File: src/rtl/bam_product_accumulator_if.sv
// bam_product_accumulator_if: beat input and frame-result handshake bundle
interface bam_product_accumulator_if #(
  parameter int PROD_W = 16,
  parameter int ACC_W  = 24,
  parameter int CNT_W  = 8
);
  logic [PROD_W-1:0] prod_in;
  logic              in_valid;
  logic              in_last;
  logic              in_ready;
  logic [ACC_W-1:0]  acc_out;
  logic [CNT_W-1:0]  beat_cnt;
  logic              ovf;
  logic              out_valid;
  logic              out_ready;
  modport master (
    output prod_in, in_valid, in_last, out_ready,
    input  in_ready, acc_out, beat_cnt, ovf, out_valid
  );
  modport slave (
    input  prod_in, in_valid, in_last, out_ready,
    output in_ready, acc_out, beat_cnt, ovf, out_valid
  );
endinterface

File: src/rtl/bam_product_accumulator.sv
// bam_product_accumulator: saturating per-frame sum of approximate products
module bam_product_accumulator #(
  parameter int PROD_W = 16,
  parameter int ACC_W  = 24,
  parameter int CNT_W  = 8
) (
  input logic clk,
  input logic rst,
  bam_product_accumulator_if.slave bus
);
  typedef enum logic {ACCUM, HOLD} state_t;
  state_t state, state_nxt;
  logic [ACC_W-1:0] acc;
  logic [CNT_W-1:0] cnt;
  logic ovf_q;
  logic take, give;
  logic [ACC_W:0] sum;
  // handshakes, next state and the widened sum whose top bit flags saturation
  always_comb begin
    take = bus.in_valid && state == ACCUM;
    give = bus.out_ready && state == HOLD;
    sum = {1'b0, acc} + {{(ACC_W + 1 - PROD_W){1'b0}}, bus.prod_in};
    state_nxt = (take && bus.in_last) ? HOLD : give ? ACCUM : state;
    bus.in_ready = state == ACCUM;
    bus.out_valid = state == HOLD;
  end
  // state register
  always_ff @(posedge clk) begin
    if (rst) state <= ACCUM;
    else state <= state_nxt;
  end
  // frame accumulator, beat counter and sticky overflow
  always_ff @(posedge clk) begin
    if (rst || give) begin
      acc <= '0;
      cnt <= '0;
      ovf_q <= 1'b0;
    end else if (take) begin
      acc <= sum[ACC_W] ? '1 : sum[ACC_W-1:0];
      ovf_q <= ovf_q | sum[ACC_W];
      cnt <= &cnt ? cnt : cnt + 1'b1;
    end
  end
  assign bus.acc_out = acc;
  assign bus.beat_cnt = cnt;
  assign bus.ovf = ovf_q;
endmodule

File: src/flat_wrapper.sv
// flat-port wrapper written by rule: the top's interface ports become plain ports
module bam_product_accumulator_flat 
#(
  parameter int PROD_W = 16,
  parameter int ACC_W  = 24,
  parameter int CNT_W  = 8
)
  (clk, rst, bus_prod_in, bus_in_valid, bus_in_last, bus_out_ready, bus_in_ready, bus_acc_out, bus_beat_cnt, bus_ovf, bus_out_valid);
  bam_product_accumulator_if #(.PROD_W(PROD_W), .ACC_W(ACC_W), .CNT_W(CNT_W)) bus_i ();
  input logic clk;
  input logic rst;
  input wire logic [$bits(bus_i.prod_in)-1:0] bus_prod_in;
  input wire logic [$bits(bus_i.in_valid)-1:0] bus_in_valid;
  input wire logic [$bits(bus_i.in_last)-1:0] bus_in_last;
  input wire logic [$bits(bus_i.out_ready)-1:0] bus_out_ready;
  output wire logic [$bits(bus_i.in_ready)-1:0] bus_in_ready;
  output wire logic [$bits(bus_i.acc_out)-1:0] bus_acc_out;
  output wire logic [$bits(bus_i.beat_cnt)-1:0] bus_beat_cnt;
  output wire logic [$bits(bus_i.ovf)-1:0] bus_ovf;
  output wire logic [$bits(bus_i.out_valid)-1:0] bus_out_valid;
  assign bus_i.prod_in = bus_prod_in;
  assign bus_i.in_valid = bus_in_valid;
  assign bus_i.in_last = bus_in_last;
  assign bus_i.out_ready = bus_out_ready;
  assign bus_in_ready = bus_i.in_ready;
  assign bus_acc_out = bus_i.acc_out;
  assign bus_beat_cnt = bus_i.beat_cnt;
  assign bus_ovf = bus_i.ovf;
  assign bus_out_valid = bus_i.out_valid;
  bam_product_accumulator #(.PROD_W(PROD_W), .ACC_W(ACC_W), .CNT_W(CNT_W)) u_core (.clk(clk), .rst(rst), .bus(bus_i));
endmodule
File: config.mk
export PLATFORM = sky130hd
export DESIGN_NAME = bam_product_accumulator_flat
export DESIGN_NICKNAME = d
export VERILOG_FILES = /design/src/rtl/bam_product_accumulator_if.sv /design/src/rtl/bam_product_accumulator.sv /design/src/flat_wrapper.sv
export SDC_FILE = /design/constraint.sdc
export NUM_CORES = 1
export LEC_CHECK = 0
export CORE_MARGIN = 2
export CORE_UTILIZATION = 55
export DETAILED_ROUTE_END_ITERATION = 8
export DONT_BUFFER_PORTS = 1
export GPL_ROUTABILITY_DRIVEN = 0
export PLACE_DENSITY = 0.68
export SLEW_MARGIN = 0
export SYNTH_ARGS = -nofsm -noshare
export SYNTH_HDL_FRONTEND = slang
export SYNTH_SLANG_ARGS = --single-unit
export TNS_END_PERCENT = 10
File: constraint.sdc
create_clock -name clk -period 3 [get_ports clk]
set_input_delay 0.6 -clock clk [delete_from_list [all_inputs] [get_ports clk]]
set_output_delay 0.6 -clock clk [all_outputs]
set_load 0.01 [all_outputs]
# [Word level (Yosys, flattened, before mapping)]
# Index checks and enable logic that the tools add are counted.
[op_classes] add_sub_neg=2 n_mux=3 n_bitwise=3 n_reduce_logical=7
[op_table] operator="$add A24 B16 Y25" count=1
[op_table] operator="$mux W24" count=1
[op_table] operator="$add A8 B1 Y8 const B" count=1
[op_table] operator="$reduce_and A8 Y1" count=1
[op_table] operator="$logic_and A1 B1 Y1" count=3
[op_table] operator="$mux W1" count=2
[op_table] operator="$not A1 Y1" count=2
[op_table] operator="$reduce_and A2 Y1" count=1
[op_table] operator="$reduce_bool A2 Y1" count=1
[op_table] operator="$logic_or A1 B1 Y1" count=1
[op_table] operator="$or A1 B1 Y1" count=1
[word_totals] register_bits=34 inputBits=21 wordCells=19

# [Longest topological paths before layout]
[logic_depth] depth_word=4 depth_mapped=9 depth_no_buf=8

# [Worst setup path after synthesis]
# No wires, ideal clock.
[synth_timing] path_type="input -> register" from="input port bus_prod_in[0]" to="register u_core.acc[8] (netlist: u_core.bus.acc_out[8])" setup_time_ns=0.062 arrival_ns=2.349 t_required_ns=2.938 path_slack_ns=0.590 cell_stages=8 n_path_buf=0 cell_sequence="ha_1 fa_1 a21oi_2 nand4b_4 a21boi_0 o21a_1 or4b_1 nand3_1"
[synth_between] elab_chain_cells=2
[synth_rtl] element="start, declared" line_no="flat_wrapper.sv:12" text="input wire logic [$bits(bus_i.prod_in)-1:0] bus_prod_in;"
[synth_rtl] element="$add A24 B16 Y25" line_no="bam_product_accumulator.sv:22" text="sum = {1'b0, acc} + {{(ACC_W + 1 - PROD_W){1'b0}}, bus.prod_in};"
[synth_rtl] element="$mux W24" line_no="bam_product_accumulator.sv:39" text="acc <= sum[ACC_W] ? '1 : sum[ACC_W-1:0];"
[synth_rtl] element="end signal, assigned" line_no="bam_product_accumulator.sv:39"
[synth_rtl] element="end, declared" line_no="bam_product_accumulator.sv:13" text="logic [ACC_W-1:0] acc;"
# No other way between the ends.
# A chain may end at the register's enable or synchronous reset.

# [Final worst setup path]
[layout_timing] from="register u_core.acc[0] (netlist: u_core.bus.acc_out[0])" to="register u_core.acc[15] (netlist: u_core.bus.acc_out[15])"
[layout_between] elab_chain_cells=2
[layout_rtl] element="$add A24 B16 Y25" line_no="bam_product_accumulator.sv:22"
[layout_rtl] element="$mux W24" line_no="bam_product_accumulator.sv:39"
# No other way between the ends.

==> key figures <==
Critical path
  – Crit path kind: reg2reg
  – Critical Path RT: 3140 ps
  – Kind of cell adding the most delay to the critical path: simple AND/OR/NAND/NOR gates
  – Crit-path max FO: 12
  – Reg2reg setup slack: 340 ps
  – Slowest cell on the critical path: nor2_2
  – Buffer and inverter count on the worst path: 0
  – Crit end category: register
  – R2R Path End: u_core.bus.acc_out[15]
  – Reg2Reg Launch Point: u_core.bus.acc_out[0]
  – CP Cell Sequence: ha_1, fa_1, a21oi_2, nand4b_4, a2111o_1, a31oi_4, nor2_2, a31oi_1
  – CP startpoint kind: register
  – R2R depth: 8
  – Worst EP arrival: 2800 ps
  – Crit path largest cell delay: 570 ps

Worst hold path
  – Cell count of the worst hold path: 2
  – Worst min-delay path endpoint: u_core.bus.out_valid
  – Worst Hold Launch: bus_in_valid
  – Type of the worst min-delay path: in2reg

Floorplanning
  – Die ar.: 0.00482 sq mm
  – Die Span X: 69.4 um
  – Die height: 69.4 um
  – Starting density of the core: 58.0%
  – Core Box Area: 0.00406 sq mm
  – I/O pins: 56
  – Row cnt: 23

Cells and area
  – Area Growth Syn to Fin: 5.00%
  – N_diodes: 0
  – Final-stage net count: 321
  – Ratio of cells with drive above 1 in the final layout: 9.89%
  – Commonest non-fill, non-tap cells in the layout: dfxtp_1 (34), o21ai_0 (32), nor2_1 (23)
  – Commonest non-fill, non-tap cell in the layout: dfxtp_1

Run
  – Max Cap Viol: 0

Global route
  – Grt ovf: 0
  – Largest net degree at the start of global routing: 21
  – Initial antenna violation count: 0
  – Total global-route track usage: 23.1%
  – Number of global-route vias before repair: 2,010
  – First-pass GRT wire length: 9250 um

STA
  – Final min period: 2660 ps
  – Fin Hold WS: 457 ps
  – Fmax: 0.376 GHz
  – Skew final: 8.01 ps
  – Final worst path period share: 88.6%
  – Rel. slew slack: 53.2%
  – Worst Tran Pin Value: 701 ps
  – Setup_tns: 0 ps
  – Fin. Hold Viols: 0
  – Unrepaired setup endpoints after global routing: no
  – Setup violations, final: 0
  – Slew Viols, Final: 0

Synthesis
  – Seq/Total Area, Yosys: 28.9%
  – Post-synth EDFFs: 0
  – Unique cell type count in the Yosys netlist: 47
  – Number of synthesized register bits: 34
  – Mapped Cells: 285
  – Mapped Area: 0.00235 sq mm
  – Post-synth ARST share: 0%
  – Ys Warns: 0
  – Mean area per synthesized cell: 8.26 sq um
  – Mapped Nets: 324
  – Ys flop type: dfxtp_1

Placement
  – Final HPWL DP: 4020 um
  – Number of buffers added on ports: 0

Pwr
  – Power per cell area: 524 mW/mm^2
  – Leakage power: 0.904 nW
  – Peak VDD IR: 0.000257 V

Clocking
  – CTS tree: yes
  – CTS max path bufs: 2
  – Resized cells post-CTS: 0
  – Clock slew at reported path FFs: 70 ps
  – Root Buffer: clkbuf_8
  – Setup bufs post-CTS: 0
  – Num CTS Buffers: 5
  – H-tree levels: 2
  – Worst-Skew Late Latency: 290 ps
  – Clock sinks: 34
  – Post-CTS Hold Buffers: 0

Drt
  – Drt pass-1 iters: 4
  – Post-Route WL: 5380 um
  – DRT antenna net count: 0
  – DRC Markers: 0
  – WL met2: 2370 um
  – Top routing layer used: met4
  – First DRT Iteration DRCs: 179
  – Wire length on met3: 306 um
  – Routed met1 length: 2650 um
  – Vias: 2,101
  – Per-cell routed wire length: 16.2 um
  – Vias per inst: 6.31

Status
  – Status: finished clean
==> layout make-up <==
class                           instances  area (sq um)
Multi-Input combinational cell        233          1600
Timing Repair Buffer                    2          15.0
Clock inverter                          2          12.5
Sequential cell                        34           681
Fill cell                             374          1590
Clock buffer                            6          82.6
Tap cell                               50          62.6
Inverter                                6          22.5
==> cell usage after synthesis, drive strengths merged, types with 5 or more instances <==
| cell type | n | area (sq um) |
|---|---|---|
| o21ai | 33 | 165 |
| a21oi | 34 | 215 |
| a31oi | 6 | 67.6 |
| clkbuf | 8 | 31.3 |
| a211oi | 6 | 45.0 |
| nor2 | 24 | 92.6 |
| and3 | 6 | 37.5 |
| xor2 | 10 | 87.6 |
| inv | 6 | 22.5 |
| nand2 | 15 | 58.8 |
| ha | 17 | 213 |
| nor3 | 7 | 35.0 |
| dfxtp | 34 | 681 |
| xnor2 | 9 | 78.8 |
| o21a | 5 | 37.5 |
| nand4 | 11 | 68.8 |
| nand3 | 12 | 60.1 |
==> metal layers <==
layer / GRT usage (%) / vias to the layer above
met5: 0 / -
met4: 8.50 / 0
met3: 5.52 / 4
met2: 33.8 / 76
met1: 33.1 / 966
li1: - / 1055
==> kinds of logic after synthesis <==
| family | count (synthesis) | share of synthesized area (%) |
|---|---|---|
| muxes | 2 | 0.851 |
| xor gates and xnor gates | 19 | 7.07 |
| DFF | 34 | 28.9 |
| adders and majority gates | 18 | 9.89 |
| and+or+nand+nor | 89 | 20.1 |
| buffers and inverters | 18 | 3.30 |
| AOI/OAI and AO/OA | 105 | 29.9 |
==> worst max-delay path by stage <==
stage	slack (ps)	depth (start not counted)	to	from
2_1_floorplan	590	8	u_core.bus.acc_out[8]	bus_prod_in[0]
3_3_place_gp	160	8	u_core.bus.acc_out[15]	bus_prod_in[0]
3_5_place_dp	140	8	u_core.bus.acc_out[15]	bus_prod_in[0]
4_1_cts	330	8	u_core.bus.acc_out[15]	u_core.bus.acc_out[0]
5_1_grt	180	8	u_core.bus.acc_out[15]	u_core.bus.acc_out[0]
6_report	340	8	u_core.bus.acc_out[15]	u_core.bus.acc_out[0]
==> worst register-to-register path: cells and delay by family (launching register included) <==
family,cells,cell delay (ps)
flops,1,350
simple gates,2,740
fa+ha+maj,2,690
compound gates,4,740
==> sequential cells by signal, indices dropped and copies added (netlist names) <==
register / count
u_core.bus.beat_cnt: 8
u_core.bus.out_valid: 1
u_core.bus.acc_out: 24
u_core.bus.ovf: 1
==> per-stage QoR <==
stage / area, sq um / utilization, % / worst slack (ps) / std cells / power [mW]
4_1_cts: 2470 / 60.9 / 330 / 333 / 1.30
3_3_place_gp: 2380 / 58.6 / 162 / 325 / 0.939
5_1_grt: 2470 / 60.9 / 184 / 333 / 1.37
3_5_place_dp: 2380 / 58.6 / 144 / 325 / 0.938
2_1_floorplan: 2350 / - / 590 / 285 / 0.864
6_report: 2470 / 60.9 / 343 / 333 / 1.29
==> report_power, final <==
part	switching [mW]	internal [mW]	total [mW]
Sequential	0.0496	0.485	0.535
Clock	0.176	0.185	0.361
Combinational	0.242	0.156	0.398
Total	0.468	0.826	1.29
No activity file was read; power rests on OpenSTA's default activity.
